`config.mk`:
```
export PLATFORM = sky130hd
export DESIGN_NAME = cmd_dispatcher_flat
export DESIGN_NICKNAME = d
export VERILOG_FILES = /design/src/rtl/cmd_dispatcher_pkg.sv /design/src/rtl/cmd_dispatcher_if.sv /design/src/rtl/cmd_dispatcher_pwm_bank.sv /design/src/rtl/cmd_dispatcher.sv /design/src/flat_wrapper.sv
export SDC_FILE = /design/constraint.sdc
export NUM_CORES = 1
export LEC_CHECK = 0
export ABC_AREA = 1
export CAP_MARGIN = 30
export CORE_ASPECT_RATIO = 0.9
export CORE_MARGIN = 5
export CORE_UTILIZATION = 57
export CTS_CLUSTER_DIAMETER = 80
export CTS_CLUSTER_SIZE = 40
export DETAILED_ROUTE_END_ITERATION = 6
export PLACE_DENSITY = 0.85
export SLEW_MARGIN = 20
export SYNTH_ARGS = -nofsm -noshare
export SYNTH_HDL_FRONTEND = slang
export SYNTH_SLANG_ARGS = --single-unit
```
`constraint.sdc`:
```
create_clock -name clk -period 1.9 [get_ports clk]
set_input_delay 0.38 -clock clk [delete_from_list [all_inputs] [get_ports clk]]
set_output_delay 0.38 -clock clk [all_outputs]
set_load 0.02 [all_outputs]
```
`src/rtl/cmd_dispatcher_pkg.sv`:
```
// Shared definitions for the command dispatcher: opcode values, FSM state
// encoding, status-byte bit positions and small decode helpers.
package cmd_dispatcher_pkg;

  localparam logic [7:0] OpGetAdc     = 8'h01;
  localparam logic [7:0] OpSetPwmBase = 8'h10;  // 0x10 + channel
  localparam logic [7:0] OpPwmOn      = 8'h20;
  localparam logic [7:0] OpPwmOff     = 8'h21;
  localparam logic [7:0] OpGetStatus  = 8'h30;
  localparam logic [7:0] OpClrErr     = 8'h31;

  localparam int unsigned StatusPwmOnBit = 0;
  localparam int unsigned StatusErrBit   = 1;

  typedef enum logic [2:0] {
    StIdle,
    StArg,
    StAdcReq,
    StAdcWait,
    StAdcTx,
    StStatTx
  } state_e;

  // True for the whole 0x1k block; channel range is checked by the caller.
  function automatic logic is_set_pwm(logic [7:0] op);
    return op[7:4] == OpSetPwmBase[7:4];
  endfunction

  function automatic logic [7:0] status_byte(logic err, logic pwm_on);
    logic [7:0] s;
    s                 = '0;
    s[StatusErrBit]   = err;
    s[StatusPwmOnBit] = pwm_on;
    return s;
  endfunction

endpackage

```
`src/rtl/cmd_dispatcher_if.sv`:
```
// Bus bundle between the command dispatcher and its surroundings.
//   rx_*  : read side of the command rx FIFO (first-word-fall-through)
//   tx_*  : write side of the response tx FIFO
//   adc_* : start/busy/data handshake to the ADC interface
// master = dispatcher side, slave = FIFO/ADC side.
interface cmd_dispatcher_if #(
  parameter int unsigned AdcBytes = 4
);
  logic [7:0]            rx_rdata;
  logic                  rx_rempty;
  logic                  rx_rinc;
  logic [7:0]            tx_wdata;
  logic                  tx_winc;
  logic                  tx_wfull;
  logic                  adc_start;
  logic                  adc_busy;
  logic [8*AdcBytes-1:0] adc_data;

  modport master (
    input  rx_rdata, rx_rempty, tx_wfull, adc_busy, adc_data,
    output rx_rinc, tx_wdata, tx_winc, adc_start
  );

  modport slave (
    output rx_rdata, rx_rempty, tx_wfull, adc_busy, adc_data,
    input  rx_rinc, tx_wdata, tx_winc, adc_start
  );
endinterface

```
`src/rtl/cmd_dispatcher_pwm_bank.sv`:
```
// PWM counter and comparator bank.
//   clk, rst : clock, synchronous active-high reset
//   duty_i   : per-channel 8-bit duty values
//   en_i     : global enable, gates every output
//   pwm_o    : channel outputs, bit k = channel k
module cmd_dispatcher_pwm_bank #(
  parameter int unsigned N_PWM = 4
) (
  input  logic                  clk,
  input  logic                  rst,
  input  logic [N_PWM-1:0][7:0] duty_i,
  input  logic                  en_i,
  output logic [N_PWM-1:0]      pwm_o
);

  logic [7:0] cnt_q, cnt_d;

  assign cnt_d = cnt_q + 8'd1;

  always_ff @(posedge clk) begin
    if (rst) begin
      cnt_q <= '0;
    end else begin
      cnt_q <= cnt_d;
    end
  end

  // Combinational compare so a new duty value is seen without waiting for wrap.
  always_comb begin
    pwm_o = '0;
    for (int k = 0; k < N_PWM; k++) begin
      pwm_o[k] = en_i && (cnt_q < duty_i[k]);
    end
  end

endmodule

```
`src/rtl/cmd_dispatcher.sv`:
```
// Byte-command dispatcher: pops opcodes from the rx FIFO, drives PWM duty and
// enable, runs ADC samples and streams results / status bytes into the tx FIFO.
//   clk, rst  : clock, synchronous active-high reset
//   bus       : rx FIFO read, tx FIFO write and ADC handshake (master side)
//   pwm_out_o : PWM channel outputs
//   err_o     : sticky error flag (invalid opcode, bad channel, argument timeout)
module cmd_dispatcher
  import cmd_dispatcher_pkg::*;
#(
  parameter int unsigned N_PWM       = 4,
  parameter int unsigned ADC_BYTES   = 4,
  parameter int unsigned ARG_TIMEOUT = 65535
) (
  input  logic             clk,
  input  logic             rst,
  cmd_dispatcher_if.master bus,
  output logic [N_PWM-1:0] pwm_out_o,
  output logic             err_o
);

  localparam int unsigned IdxW = (ADC_BYTES > 1) ? $clog2(ADC_BYTES) : 1;
  localparam int unsigned TmoW = $clog2(ARG_TIMEOUT + 1);
  localparam logic [IdxW-1:0] IdxLast = IdxW'(ADC_BYTES - 1);
  localparam logic [TmoW-1:0] TmoLast = TmoW'(ARG_TIMEOUT - 1);

  state_e                       state_q, state_d;
  logic                         err_q, err_d;
  logic                         pwm_on_q, pwm_on_d;
  logic [N_PWM-1:0][7:0]        duty_q, duty_d;
  logic [3:0]                   chan_q, chan_d;
  logic [TmoW-1:0]              tmo_q, tmo_d;
  logic [IdxW-1:0]              idx_q, idx_d;
  logic [ADC_BYTES-1:0][7:0]    shadow_q, shadow_d;

  logic       err_set, err_clr;
  logic [7:0] op;
  logic       rx_rinc, tx_winc, adc_start;
  logic [7:0] tx_wdata;

  always_comb begin
    state_d   = state_q;
    pwm_on_d  = pwm_on_q;
    duty_d    = duty_q;
    chan_d    = chan_q;
    tmo_d     = tmo_q;
    idx_d     = idx_q;
    shadow_d  = shadow_q;
    err_d     = err_q;
    err_set   = 1'b0;
    err_clr   = 1'b0;
    rx_rinc   = 1'b0;
    tx_winc   = 1'b0;
    tx_wdata  = '0;
    adc_start = 1'b0;
    op        = bus.rx_rdata;

    unique case (state_q)
      StIdle: begin
        if (!bus.rx_rempty) begin
          rx_rinc = 1'b1;
          if (op == OpGetAdc) begin
            state_d = StAdcReq;
          end else if (op == OpPwmOn) begin
            pwm_on_d = 1'b1;
          end else if (op == OpPwmOff) begin
            pwm_on_d = 1'b0;
          end else if (op == OpGetStatus) begin
            state_d = StStatTx;
          end else if (op == OpClrErr) begin
            err_clr = 1'b1;
          end else if (is_set_pwm(op) && (32'(op[3:0]) < N_PWM)) begin
            chan_d  = op[3:0];
            tmo_d   = '0;
            state_d = StArg;
          end else begin
            // Covers unknown opcodes and SET_PWM to a missing channel; the
            // argument byte of the latter is left queued as the next opcode.
            err_set = 1'b1;
          end
        end
      end

      StArg: begin
        if (!bus.rx_rempty) begin
          rx_rinc = 1'b1;
          for (int k = 0; k < N_PWM; k++) begin
            if (chan_q == 4'(k)) duty_d[k] = op;
          end
          state_d = StIdle;
        end else if (tmo_q == TmoLast) begin
          err_set = 1'b1;
          state_d = StIdle;
        end else begin
          tmo_d = tmo_q + TmoW'(1);
        end
      end

      StAdcReq: begin
        adc_start = 1'b1;
        if (bus.adc_busy) state_d = StAdcWait;
      end

      StAdcWait: begin
        if (!bus.adc_busy) begin
          shadow_d = bus.adc_data;
          idx_d    = '0;
          state_d  = StAdcTx;
        end
      end

      StAdcTx: begin
        tx_wdata = shadow_q[idx_q];
        if (!bus.tx_wfull) begin
          tx_winc = 1'b1;
          if (idx_q == IdxLast) begin
            state_d = StIdle;
          end else begin
            idx_d = idx_q + IdxW'(1);
          end
        end
      end

      StStatTx: begin
        tx_wdata = status_byte(err_q, pwm_on_q);
        if (!bus.tx_wfull) begin
          tx_winc = 1'b1;
          state_d = StIdle;
        end
      end

      default: state_d = StIdle;
    endcase

    // A new error wins over a clear in the same cycle.
    if (err_set) begin
      err_d = 1'b1;
    end else if (err_clr) begin
      err_d = 1'b0;
    end

    // Strobes are quiet for the whole reset cycle, whatever state is held.
    if (rst) begin
      rx_rinc   = 1'b0;
      tx_winc   = 1'b0;
      tx_wdata  = '0;
      adc_start = 1'b0;
    end
  end

  always_ff @(posedge clk) begin
    if (rst) begin
      state_q  <= StIdle;
      err_q    <= 1'b0;
      pwm_on_q <= 1'b0;
      duty_q   <= '0;
      chan_q   <= '0;
      tmo_q    <= '0;
      idx_q    <= '0;
      shadow_q <= '0;
    end else begin
      state_q  <= state_d;
      err_q    <= err_d;
      pwm_on_q <= pwm_on_d;
      duty_q   <= duty_d;
      chan_q   <= chan_d;
      tmo_q    <= tmo_d;
      idx_q    <= idx_d;
      shadow_q <= shadow_d;
    end
  end

  assign bus.rx_rinc   = rx_rinc;
  assign bus.tx_winc   = tx_winc;
  assign bus.tx_wdata  = tx_wdata;
  assign bus.adc_start = adc_start;
  assign err_o         = err_q;

  cmd_dispatcher_pwm_bank #(
    .N_PWM(N_PWM)
  ) u_pwm_bank (
    .clk   (clk),
    .rst   (rst),
    .duty_i(duty_q),
    .en_i  (pwm_on_q),
    .pwm_o (pwm_out_o)
  );

endmodule

```
`src/flat_wrapper.sv`:
```
// flat-port wrapper written by rule: the top's interface ports become plain ports
module cmd_dispatcher_flat import cmd_dispatcher_pkg::*;
#(
  parameter int unsigned N_PWM       = 4,
  parameter int unsigned ADC_BYTES   = 4,
  parameter int unsigned ARG_TIMEOUT = 65535
)
  (clk, rst, pwm_out_o, err_o, bus_rx_rdata, bus_rx_rempty, bus_tx_wfull, bus_adc_busy, bus_adc_data, bus_rx_rinc, bus_tx_wdata, bus_tx_winc, bus_adc_start);
  cmd_dispatcher_if #(.AdcBytes((4))) bus_i ();
  input  logic clk;
  input  logic rst;
  output logic [N_PWM-1:0] pwm_out_o;
  output logic err_o;
  input wire logic [$bits(bus_i.rx_rdata)-1:0] bus_rx_rdata;
  input wire logic [$bits(bus_i.rx_rempty)-1:0] bus_rx_rempty;
  input wire logic [$bits(bus_i.tx_wfull)-1:0] bus_tx_wfull;
  input wire logic [$bits(bus_i.adc_busy)-1:0] bus_adc_busy;
  input wire logic [$bits(bus_i.adc_data)-1:0] bus_adc_data;
  output wire logic [$bits(bus_i.rx_rinc)-1:0] bus_rx_rinc;
  output wire logic [$bits(bus_i.tx_wdata)-1:0] bus_tx_wdata;
  output wire logic [$bits(bus_i.tx_winc)-1:0] bus_tx_winc;
  output wire logic [$bits(bus_i.adc_start)-1:0] bus_adc_start;
  assign bus_i.rx_rdata = bus_rx_rdata;
  assign bus_i.rx_rempty = bus_rx_rempty;
  assign bus_i.tx_wfull = bus_tx_wfull;
  assign bus_i.adc_busy = bus_adc_busy;
  assign bus_i.adc_data = bus_adc_data;
  assign bus_rx_rinc = bus_i.rx_rinc;
  assign bus_tx_wdata = bus_i.tx_wdata;
  assign bus_tx_winc = bus_i.tx_winc;
  assign bus_adc_start = bus_i.adc_start;
  cmd_dispatcher #(.N_PWM(N_PWM), .ADC_BYTES(ADC_BYTES), .ARG_TIMEOUT(ARG_TIMEOUT)) u_core (.clk(clk), .rst(rst), .bus(bus_i), .pwm_out_o(pwm_out_o), .err_o(err_o));
endmodule
```
# ---- After elaboration in Yosys (flattened, before gate mapping)
# Index checks and enable logic that the tools add are counted.
dict set report classes {
  n_addsub 3
  n_mul 0
  div_mod_pow 0
  magnitude_cmp 6
  n_eq_ne 36
  shift 0
  muxes 62
  bitwise 7
  n_reduce_logical 23
}
# operator n
set op_table {}
lappend op_table {{$mux W16} 9}
lappend op_table {{$mux W3} 14}
lappend op_table {{$eq A8 B6 Y1 const B} 4}
lappend op_table {{$lt A8 B8 Y1} 4}
lappend op_table {{$pmux W16 S2} 1}
lappend op_table {{$mux W1} 28}
lappend op_table {{$ne A2 B2 Y1 const B} 13}
lappend op_table {{$pmux W3 S6} 1}
lappend op_table {{$add A16 B1 Y16 const B} 1}
lappend op_table {{$bmux W8 S2} 1}
lappend op_table {{$eq A16 B16 Y1 const B} 1}
lappend op_table {{$mux W8} 2}
lappend op_table {{$pmux W8 S2} 1}
lappend op_table {{$reduce_and A3 Y1} 4}
lappend op_table {{$reduce_and A11 Y1} 1}
lappend op_table {{$reduce_and A10 Y1} 1}
lappend op_table {{$ne A3 B2 Y1 const B} 3}
lappend op_table {{$add A8 B1 Y8 const B} 1}
lappend op_table {{$eq A4 B1 Y1 const B} 2}
lappend op_table {{$eq A4 B2 Y1 const B} 2}
lappend op_table {{$eq A8 B1 Y1 const B} 1}
lappend op_table {{$reduce_and A4 Y1} 2}
lappend op_table {{$reduce_and A8 Y1} 1}
lappend op_table {{$reduce_bool A2 Y1} 4}
lappend op_table {{19 further kinds} 35}
dict set report totals {
  reg_bits 99
  latch_bits 0
  ram_bits 0
  rom_bits 0
  output_inout_bits 16
  elab_cells 152
  mem_count 0
}

# ---- Longest topological paths before layout
dict set report depth {
  ltp_word 11
  ltp_mapped 12
  mapped_depth_nobuf 12
}

# ---- Hierarchy
# A second synthesis with hierarchy kept.
dict set report unflattened {
  hier_cells 806
  area_unflattened_um2 5367.6
}
# module instances cells_per_inst area_per_inst_um2 seq_area_each_um2
set by_module_without_submodules {}
lappend by_module_without_submodules {cmd_dispatcher 1 633 4286.6 1821.7}
lappend by_module_without_submodules {cmd_dispatcher_pwm_bank 1 173 1081.0 160.2}

# ---- Least setup slack after synthesis
# OpenSTA, ideal clock, no wires.
dict set report synth_path {
  path_type {reg-to-output}
  startpoint {reg u_core.idx_q[0]}
  endpoint {out bus_tx_wdata[4]}
  arrival_ps 1452
  required_ps 1520
  setup_slack_ps 68
  path_stages_with_launch 7
  n_path_buf 2
  cell_sequence {dfxtp_1 > clkbuf_1 > clkbuf_1 > nor2_1 > nor2_1 > o21ai_0 > a21oi_1}
}
dict set report synth_between {
  elab_chain_cells 4
}
# element line_no
set synth_lines {}
lappend synth_lines {{from (decl)} cmd_dispatcher.sv:32} ;# logic [IdxW-1:0] idx_q, idx_d;
lappend synth_lines {{from (signal assigned)} cmd_dispatcher.sv:167} ;# idx_q <= idx_d;
lappend synth_lines {{$bmux W8 S2} cmd_dispatcher.sv:112} ;# tx_wdata = shadow_q[idx_q];
lappend synth_lines {{$mux W8 (not written as such)} cmd_dispatcher.sv:112}
lappend synth_lines {{$pmux W8 S2} cmd_dispatcher.sv:57} ;# unique case (state_q)
lappend synth_lines {{$mux W8} cmd_dispatcher.sv:142} ;# if (rst) begin
lappend synth_lines {{to (decl)} flat_wrapper.sv:20} ;# output wire logic [$bits(bus_i.tx_wdata)-1:0] bus_tx_wdata;
# No other way between the ends. The select of a mux whose other input is x is not followed.

# ---- Worst setup path after layout
dict set report layout_path {
  startpoint {reg u_core.u_pwm_bank.cnt_q[3]}
  endpoint {out pwm_out_o[2]}
}
dict set report layout_between {
  elab_chain_cells 2
}
# element line_no
set layout_lines {}
lappend layout_lines {{from (decl)} cmd_dispatcher_pwm_bank.sv:16} ;# logic [7:0] cnt_q, cnt_d;
lappend layout_lines {{from (signal assigned)} cmd_dispatcher_pwm_bank.sv:24} ;# cnt_q <= cnt_d;
lappend layout_lines {{$lt A8 B8 Y1} cmd_dispatcher_pwm_bank.sv:32} ;# pwm_o[k] = en_i && (cnt_q < duty_i[k]);
lappend layout_lines {{$logic_and A1 B1 Y1} cmd_dispatcher_pwm_bank.sv:32}
lappend layout_lines {{to (decl)} flat_wrapper.sv:12} ;# output logic [N_PWM-1:0] pwm_out_o;
# No other way between the ends.

==> results.cfg <==
[status]
status = finished with violations
violations = setup timing

[power]
leakage_uw = 0.00278
pwr-share-clk_pct = 25.4
p_comb_share_pct = 32.3
p_total_uw = 5370
p_sw_uw = 1800
vdd_drop_max_mv = 0.542
power_density_nw_per_um2 = 753
switching_share_pct = 33.5
pwr-share-seq_pct = 42.3
intPower_uw = 3570

[yosys]
synth_xor_area_share_pct = 0.984
synth_area_leader_cell = dfxtp_1
ys_seq_area_share_pct = 37.1
synth-edff-count = 0
synth_area_um2 = 5340
synth_top_family_by_area = simple AND/OR/NAND/NOR gates
synth_cells = 777
synth_mux_area_share_pct = 0
synthTopCellsByArea = dfxtp_1 37%, nor2_1 11%, o21ai_0 8.2%
ys_ff_latch = 99
synth_top_area_share_pct = 37.1
ys_types = 36
synth_fp_nets = 854
syn_avg_cell_area_um2 = 6.87
synth_compound_area_share_pct = 18.1
synthArstFlopShare_pct = 0
synthSimpleGateAreaFrac_pct = 27.7
synth_flop_cell = dfxtp_1
synthAdderAreaFrac_pct = 7.50
ys_warn_count = 0

[layout]
syn_to_final_growth_pct = 33.4
finish.net_count = 961
drive_gt1_share_pct = 23.9
design_area_um2 = 7130
nFillCells = 607
num_antenna_cells = 0

[worst_setup_path]
path_common_cell = nand2_1
crit_path_max_fanout = 5
cp-end-kind = output port
timing.rr.start = u_core.state_q[0]
slowest_stage = dfxtp_4
arrival_ps = 1660
startpoint_type = flip-flop
cp_data_required_time_ps = 1520
startpoint = u_core.u_pwm_bank.cnt_q[3]
crit_type = reg -> out
max_stage_delay_ps = 400
path_cells = ha_4 -> nand2_1 -> o21ai_2 -> nand4_1 -> nand2_1 -> nor2_1 -> buf_4

[die]
io-pin-count = 61
rows = 33
die_x_um = 112
die-area_um2 = 11400
core_um2 = 9130
start_util_pct = 58.5
die_h_um = 102

[routing]
wire_per_inst_um = 15.8
wirelength_mm = 16.0
vias = 5708
drcViolationCount = 0
drtPass1Iterations = 6
antenna_left = 0
first_iter_violations = 520
viasPerCell = 5.65

[timing]
skew_ps = 12.8
rsz0062_at_grt = yes
layout_min_cycle_time_ps = 2040
setup_slack_ps = -137
finalHoldViolCount = 0
max_freq_mhz = 491
worstMarginPinSlew_ps = 667
drv_slew = 0
period_share_pct = 107
relSlewSlack_pct = 55.5
setup_viol = 11

[grt]
antenna_found_initial = 0
grt_use_total_pct = 25.9
overflow = 0
grtUsageMet3_pct = 4.44
grt_pass1_wl_mm = 24.4
grt_use_met2_pct = 44.7
grt.met1_usage_pct = 33.6
grt_pass1_vias = 5317
grt_start_max_net_pins = 77
grt-busiest-layer = met2

[placement]
portBuffers = 60
hpwlAfterDp_mm = 10.3
gp_congestion = 0.888
placedInstanceArea_um2 = 6410

[clock_network]
clock_sinks = 99
cts-root-buf = clkbuf_8
clock_path_buffers = 2
clock_latency_ps = 370
cts_buffers = 9
htreeDepth = 3
cts_tree = done
clk_pin_slew_worst_paths_ps = 90

[flow_run]
cap_violations = 0

[worst_hold_path]
hp-start = bus_rx_rdata[0]
hold_class = in -> reg
## routing by layer
layer	part of all wire [%]	routed length (um)
met3	6.5	1040
met1	42	6720
met2	49	7810
met4	2.4	387
met5	0	0
## area by class of cell
type                       count  area, um^2  share of cell area (%)
inverter                      83         332                    4.65
clock inverter                 5        62.6                   0.878
tap                          122         153                    2.14
timing repair buffer         124        1100                    15.4
sequential                    99        2020                    28.4
clock buffer                  10         128                    1.79
multi-input combinational    567        3330                    46.7
## cells in the final DEF, fill, tap and decap left out, types with 5 or more instances in the layout
cell type,n
nand3_1,23
a21oi_2,20
inv_2,13
dfxtp_4,7
nor2_4,11
dfxtp_1,82
clkdlybuf4s50_1,44
ha_1,15
buf_6,6
nand2_2,10
inv_1,67
ha_4,17
o21ai_2,5
xor2_1,5
nor2_1,146
nand4_1,12
nor3_1,8
o21ai_0,70
clkbuf_8,9
a21oi_1,54
buf_4,68
dfxtp_2,10
o21ai_1,17
nor2_2,12
nand2_1,111
## power by group through the flow
stage | combinational [uW] | sequential, uW | clock (uW)
2_1_floorplan | 791 | 2300 | 0
3_3_place_gp | 1320 | 2300 | 0
3_5_place_dp | 1350 | 2310 | 0
4_1_cts | 1440 | 2270 | 1380
5_1_grt | 1880 | 2280 | 1470
6_report | 1730 | 2270 | 1360
## sequential cells by signal (all words and copies together) (netlist names)
register / count
u_core.chan_q: 4
u_core.idx_q: 2
u_core.pwm_on_q: 1
u_core.state_q: 3
u_core.tmo_q: 16
u_core.err_o: 1
u_core.u_pwm_bank.cnt_q: 8
u_core.duty_q: 32
u_core.shadow_q: 32
## kinds of logic (layout without fill, tap and decap cells)
| logic type | after synthesis | count (layout) |
|---|---|---|
| flip-flops | 99 | 99 |
| AO/OA/AOI/OAI | 183 | 183 |
| XOR/XNOR | 6 | 6 |
| buffers and inverters | 111 | 222 |
| AND/OR/NAND/NOR | 346 | 346 |
| adder cells (fa/ha/maj) | 32 | 32 |
## worst max-delay path: cells and delay by family (launching register included)
family | cells | cell delay (ps)
DFF | 1 | 400
adders and majority gates | 1 | 290
AOI/OAI and AO/OA | 1 | 120
buffers and inverters | 1 | 160
and+or+nand+nor | 4 | 310
## cells in the mapped netlist (3+ instances only)
| master | count |
|---|---|
| nor2_1 | 162 |
| nand2_1 | 113 |
| dfxtp_1 | 99 |
| o21ai_0 | 88 |
| inv_1 | 75 |
| a21oi_1 | 72 |
| ha_1 | 32 |
| nand3_1 | 23 |
| clkbuf_1 | 20 |
| nand4_1 | 12 |
| nor3_1 | 9 |
| nand2_2 | 8 |
| inv_2 | 7 |
| a21oi_2 | 6 |
| nor2_2 | 5 |
| xor2_1 | 5 |
| buf_6 | 4 |
| o21a_1 | 4 |
| o21ai_1 | 4 |
| o21bai_1 | 4 |
| nor4_1 | 3 |
## per-stage QoR
stage	util [%]	setup WS [ps]	instances	setup TNS [ps]	hold slack, ps
global route	78.1	-252	1010	-1890	466
CTS	74.3	-140	1008	-579	451
floorplan	-	67.5	777	0	424
finish	78.1	-137	1010	-833	436
global placement	70.3	-400	991	-9370	432
detailed placement	70.3	-445	991	-13640	436
## path summary, 6_finish.rpt
check / endpoint / slack [ps] / cells after the start
min reg2reg: u_core.chan_q[2] / 460 / 2
max: pwm_out_o[2] / -140 / 7
max reg2reg: u_core.duty_q[27] / 40 / 9
min: u_core.chan_q[0] / 440 / 3
## repair_timing
| action | 4_1_cts | 5_1_grt |
|---|---|---|
| pin swaps | 20 | 38 |
| setup buffers | 2 | 3 |
| hold buffers | 0 | 0 |
| cloned | 0 | 0 |
| resized for setup | 130 | 85 |
| endpoints found under the setup margin | 15 | 31 |
Power figures use the tool's default switching activity.
==> RTL change 1 (config.mk and constraints unchanged) <==
Register the output `pwm_out_o`, cleared by the reset; this adds one clock of latency there. The other outputs are not delayed to match.
--- a/src/rtl/cmd_dispatcher.sv
+++ b/src/rtl/cmd_dispatcher.sv
@@ -22,6 +22,8 @@
   localparam int unsigned TmoW = $clog2(ARG_TIMEOUT + 1);
   localparam logic [IdxW-1:0] IdxLast = IdxW'(ADC_BYTES - 1);
   localparam logic [TmoW-1:0] TmoLast = TmoW'(ARG_TIMEOUT - 1);
+
+  logic [N_PWM-1:0] pwm_out_d;
 
   state_e                       state_q, state_d;
   logic                         err_q, err_d;
@@ -182,8 +184,16 @@
     .rst   (rst),
     .duty_i(duty_q),
     .en_i  (pwm_on_q),
-    .pwm_o (pwm_out_o)
+    .pwm_o (pwm_out_d)
   );
+
+  always_ff @(posedge clk) begin
+    if (rst) begin
+      pwm_out_o <= '0;
+    end else begin
+      pwm_out_o <= pwm_out_d;
+    end
+  end
 
 endmodule
 
Check against the original RTL: not equivalent (Yosys sat finds a counterexample within 4 cycles, from zero or initial values and one cycle with rst high).
==> RTL change 1 against the original RTL <==
Register-to-register slack gained 0.07 ns; global-route usage shrank 1.4 points; critical path depth shrank 1; area after synthesis grew 3.6%; non-clock buffer count shrank 3; setup slack gained 0.14 ns; sequential cell count grew 4; sequential share of layout area grew 1.9 points; power grew 11%; final area shrank 3.9%; routed wire length shrank 9.2%; critical endpoint is now bus_tx_wdata[1]; largest power group unchanged.
==> RTL change 1: results (changes against the original RTL) <==
cp-endpoint: "bus_tx_wdata[1]"
hold_path_end: "u_core.duty_q[24]"
multi_input_gates: 571  # +0.71%
peakVddDrop_v: 0.000485  # -11%
clkCellAreaFrac: 0.0270  # +0.000356
netlist_instances: 789  # +1.5%
nonClockBufferCount: 121  # -2.4%
r2r-end: "u_core.tmo_q[0]"
grt_max_degree: 84  # +9.1%
clk_pin_slew_ns: 0.11  # +0.02 ns
wl_met2_mm: 7.26  # -7.1%
yosysSeqAreaShare: 0.373  # +0.00163
timing.rr.start: "u_core.tmo_q[0]"
min_delay_path_depth: 2  # -1
first_pass_iters: 5  # -1
arrival_ns: 1.52  # -0.14 ns
synth_nets: 866  # +1.4%
drive_above_1_share: 0.169  # -0.0695
seq_share: 0.303  # +0.0192
cts_resized: 58  # -55%
fillerInstances: 731  # +20%
multi_input_area_share: 0.444  # -0.0235
wl_met3_um: 916  # -12%
cellPowerDensity_nw_per_um2: 872  # +16%
ys_top_cells_by_count: "nor2_1 (176), dfxtp_1 (103), nand2_1 (90)"
drtIter0Drc: 356  # -32%
p_comb_uw: 2220  # +28%
nNonClkInverters: 87  # +4.8%
status: "completed"
multiInputGateArea_um2: 3040  # -8.8%
slowest_delay_ns: 0.43  # +0.03 ns
nets: 970  # +0.94%
cellLeakagePower_uw: 0.00284  # +2.3%
grt_use_met3: 0.0483  # +0.00388
gr-usage-met1: 0.283  # -0.0534
synth_seq_cells: 103  # +4.0%
wl_per_cell_um: 14.1  # -10%
-- RTL change 1: changes by cell type in the layout (fill, tap and decap cells not counted), moves of 7 or more --
| cell | change |
|---|---|
| nand2_1 | -22 |
| ha_1 | +17 |
| inv_1 | +10 |
| a21oi_2 | -9 |
| dfxtp_1 | +16 |
| dfxtp_2 | -7 |
| o21ai_0 | +11 |
| nand3_1 | +19 |
| ha_4 | -17 |
| nor2_1 | +24 |
-- RTL change 1: kinds of logic (layout without fill, tap and decap cells) --
family | count (synthesis) | count (layout) | share of synthesized area
XOR/XNOR | 7 | 7 | 0.0111
buffers and inverters | 116 | 224 | 0.0866
AO/OA/AOI/OAI | 173 | 173 | 0.167
AND/OR/NAND/NOR | 358 | 359 | 0.291
adder cells (fa/ha/maj) | 32 | 32 | 0.0724
flip-flops | 103 | 103 | 0.373
==> RTL change 2 (config.mk and constraints unchanged) <==
Made on the original files. `N_PWM` is set to 4 in 3 places; all go to 8.
--- a/src/rtl/cmd_dispatcher_pwm_bank.sv
+++ b/src/rtl/cmd_dispatcher_pwm_bank.sv
@@ -4,7 +4,7 @@
 //   en_i     : global enable, gates every output
 //   pwm_o    : channel outputs, bit k = channel k
 module cmd_dispatcher_pwm_bank #(
-  parameter int unsigned N_PWM = 4
+  parameter int unsigned N_PWM = 8
 ) (
   input  logic                  clk,
   input  logic                  rst,
--- a/src/rtl/cmd_dispatcher.sv
+++ b/src/rtl/cmd_dispatcher.sv
@@ -7,7 +7,7 @@
 module cmd_dispatcher
   import cmd_dispatcher_pkg::*;
 #(
-  parameter int unsigned N_PWM       = 4,
+  parameter int unsigned N_PWM       = 8,
   parameter int unsigned ADC_BYTES   = 4,
   parameter int unsigned ARG_TIMEOUT = 65535
 ) (
--- a/src/flat_wrapper.sv
+++ b/src/flat_wrapper.sv
@@ -1,7 +1,7 @@
 // flat-port wrapper written by rule: the top's interface ports become plain ports
 module cmd_dispatcher_flat import cmd_dispatcher_pkg::*;
 #(
-  parameter int unsigned N_PWM       = 4,
+  parameter int unsigned N_PWM       = 8,
   parameter int unsigned ADC_BYTES   = 4,
   parameter int unsigned ARG_TIMEOUT = 65535
 )
Interface: changed (resized pwm_out_o); port bits go from 61 to 65. The function was not compared with the original's and may differ.
==> RTL change 2 against the original RTL <==
The flow still finishes with violations (negative setup slack); final area is 44% higher; routed wire length up 58%; setup slack got worse by 0.24 ns; area after synthesis rose by 34%; clock skew shrank 0.0035 ns; sequential cell count grew 32; power is 63% higher; clock power grew 130%; critical path type unchanged; largest cell class unchanged; largest power group is now the clock network.
==> RTL change 2: results (changes against the original RTL) <==
drive_above_1_share: 0.314  # +0.0748
drtIter0Drc: 853  # +64%
yosys.cell_types.count: 41  # +14%
r2r_cells: 10  # +1
crit_fanout: 3  # -2
arrival_ns: 1.90  # +0.24 ns
relSlewSlack: 0.553  # -0.00226
fin_skew_ns: 0.00928  # -0.00355 ns
track_usage: 0.305  # +0.0457
fillerInstances: 621  # +2.3%
slowest_delay_ns: 0.37  # -0.03 ns
grt_use_met2: 0.531  # +0.0845
reg.largest.list: "u_core.duty_q: 64 flops, u_core.shadow_q: 32 flops, u_core.tmo_q: 16 flops"
fin_setup_tns_ns: -2.93  # -2.10 ns
post-cts-setup-buffer-count: 4  # +2
placed_cells: 1277  # +29%
min_delay_path_depth: 2  # -1
gr-usage-met1: 0.346  # +0.00936
dp_hpwl_mm: 13.2  # +28%
hold_path_class: "flip-flop to flip-flop"
fin_ws_ns: -0.376  # -0.239 ns
cellLeakagePower_uw: 0.00409  # +47%
grt_max_degree: 108  # +40%
grt_pass1_wl_mm: 36.0  # +47%
wl_per_cell_um: 19.0  # +21%
synth_nets: 1092  # +28%
clk_pin_slew_ns: 0.06  # -0.03 ns
grt_use_met3: 0.0695  # +0.0251
r2r-end: "u_core.duty_q[57]"
globalplace.congestion: 0.854  # -3.8%
status: "finished with violations"
yosysSeqAreaShare: 0.367  # -0.00391
wl_met3_mm: 2.26  # +120%
numCtsBuffers: 17  # +8
ys_top_cells_by_count: "nor2_1 (158), dfxtp_1 (131), a21oi_1 (121)"
setup_violations: 16  # +5
failed_checks: "negative setup slack"
vias: 7875  # +38%
m1WireLength_mm: 9.07  # +35%
hold_ws_ns: 0.468  # +0.0314 ns
ff2ff_setup_slack_ns: 0.09  # +0.05 ns
[RTL change 2: how the worst max path moves through the flow]
stage                               startpoint              end  slack [ns]  depth (start not counted)
global route        u_core.u_pwm_bank.cnt_q[7]     pwm_out_o[1]       -0.44                          7
floorplan                      u_core.idx_q[0]  bus_tx_wdata[6]        0.10                          6
detailed placement                         rst  bus_tx_wdata[3]       -0.42                          5
global placement                           rst  bus_tx_wdata[5]       -0.38                          5
CTS                 u_core.u_pwm_bank.cnt_q[1]     pwm_out_o[1]       -0.25                          8
finish              u_core.u_pwm_bank.cnt_q[7]     pwm_out_o[1]       -0.38                          7
[RTL change 2: per-stage QoR]
stage / util / cell area (um^2) / worst slack (ns)
finish: 0.845 / 10300 / -0.376
global route: 0.845 / 10300 / -0.436
CTS: 0.807 / 9820 / -0.255
detailed placement: 0.708 / 8620 / -0.424
global placement: 0.708 / 8620 / -0.385
floorplan: - / 7150 / 0.105
[RTL change 2: power by group]
group | total (uW) | switching [uW] | internal (uW)
Combinational | 2570 | 1480 | 1080
Sequential | 3020 | 135 | 2890
Clock | 3180 | 1450 | 1730
[RTL change 2: cell families after synthesis]
logic type | share of synthesized area
AND/OR/NAND/NOR | 0.224
AO/OA/AOI/OAI | 0.205
buffers and inverters | 0.0913
flip-flops | 0.367
adder cells (fa/ha/maj) | 0.105
XOR/XNOR | 0.00736
[RTL change 2: area by class of cell]
cell class	instances	area (um^2)	area share
Timing Repair Buffer	182	1650	0.160
Inverter	121	477	0.0464
Multi-Input combinational cell	695	4750	0.462
Sequential cell	131	2650	0.257
Clock inverter	15	138	0.0134
Clock buffer	17	425	0.0414
Tap cell	160	200	0.0195
[RTL change 2: tightest hold or removal path: cells and delay by family, from the launching register on]
kind,cells,cell delay [ns]
buffers and inverters,1,0.03
and+or+nand+nor,1,0.08
DFF,1,0.32
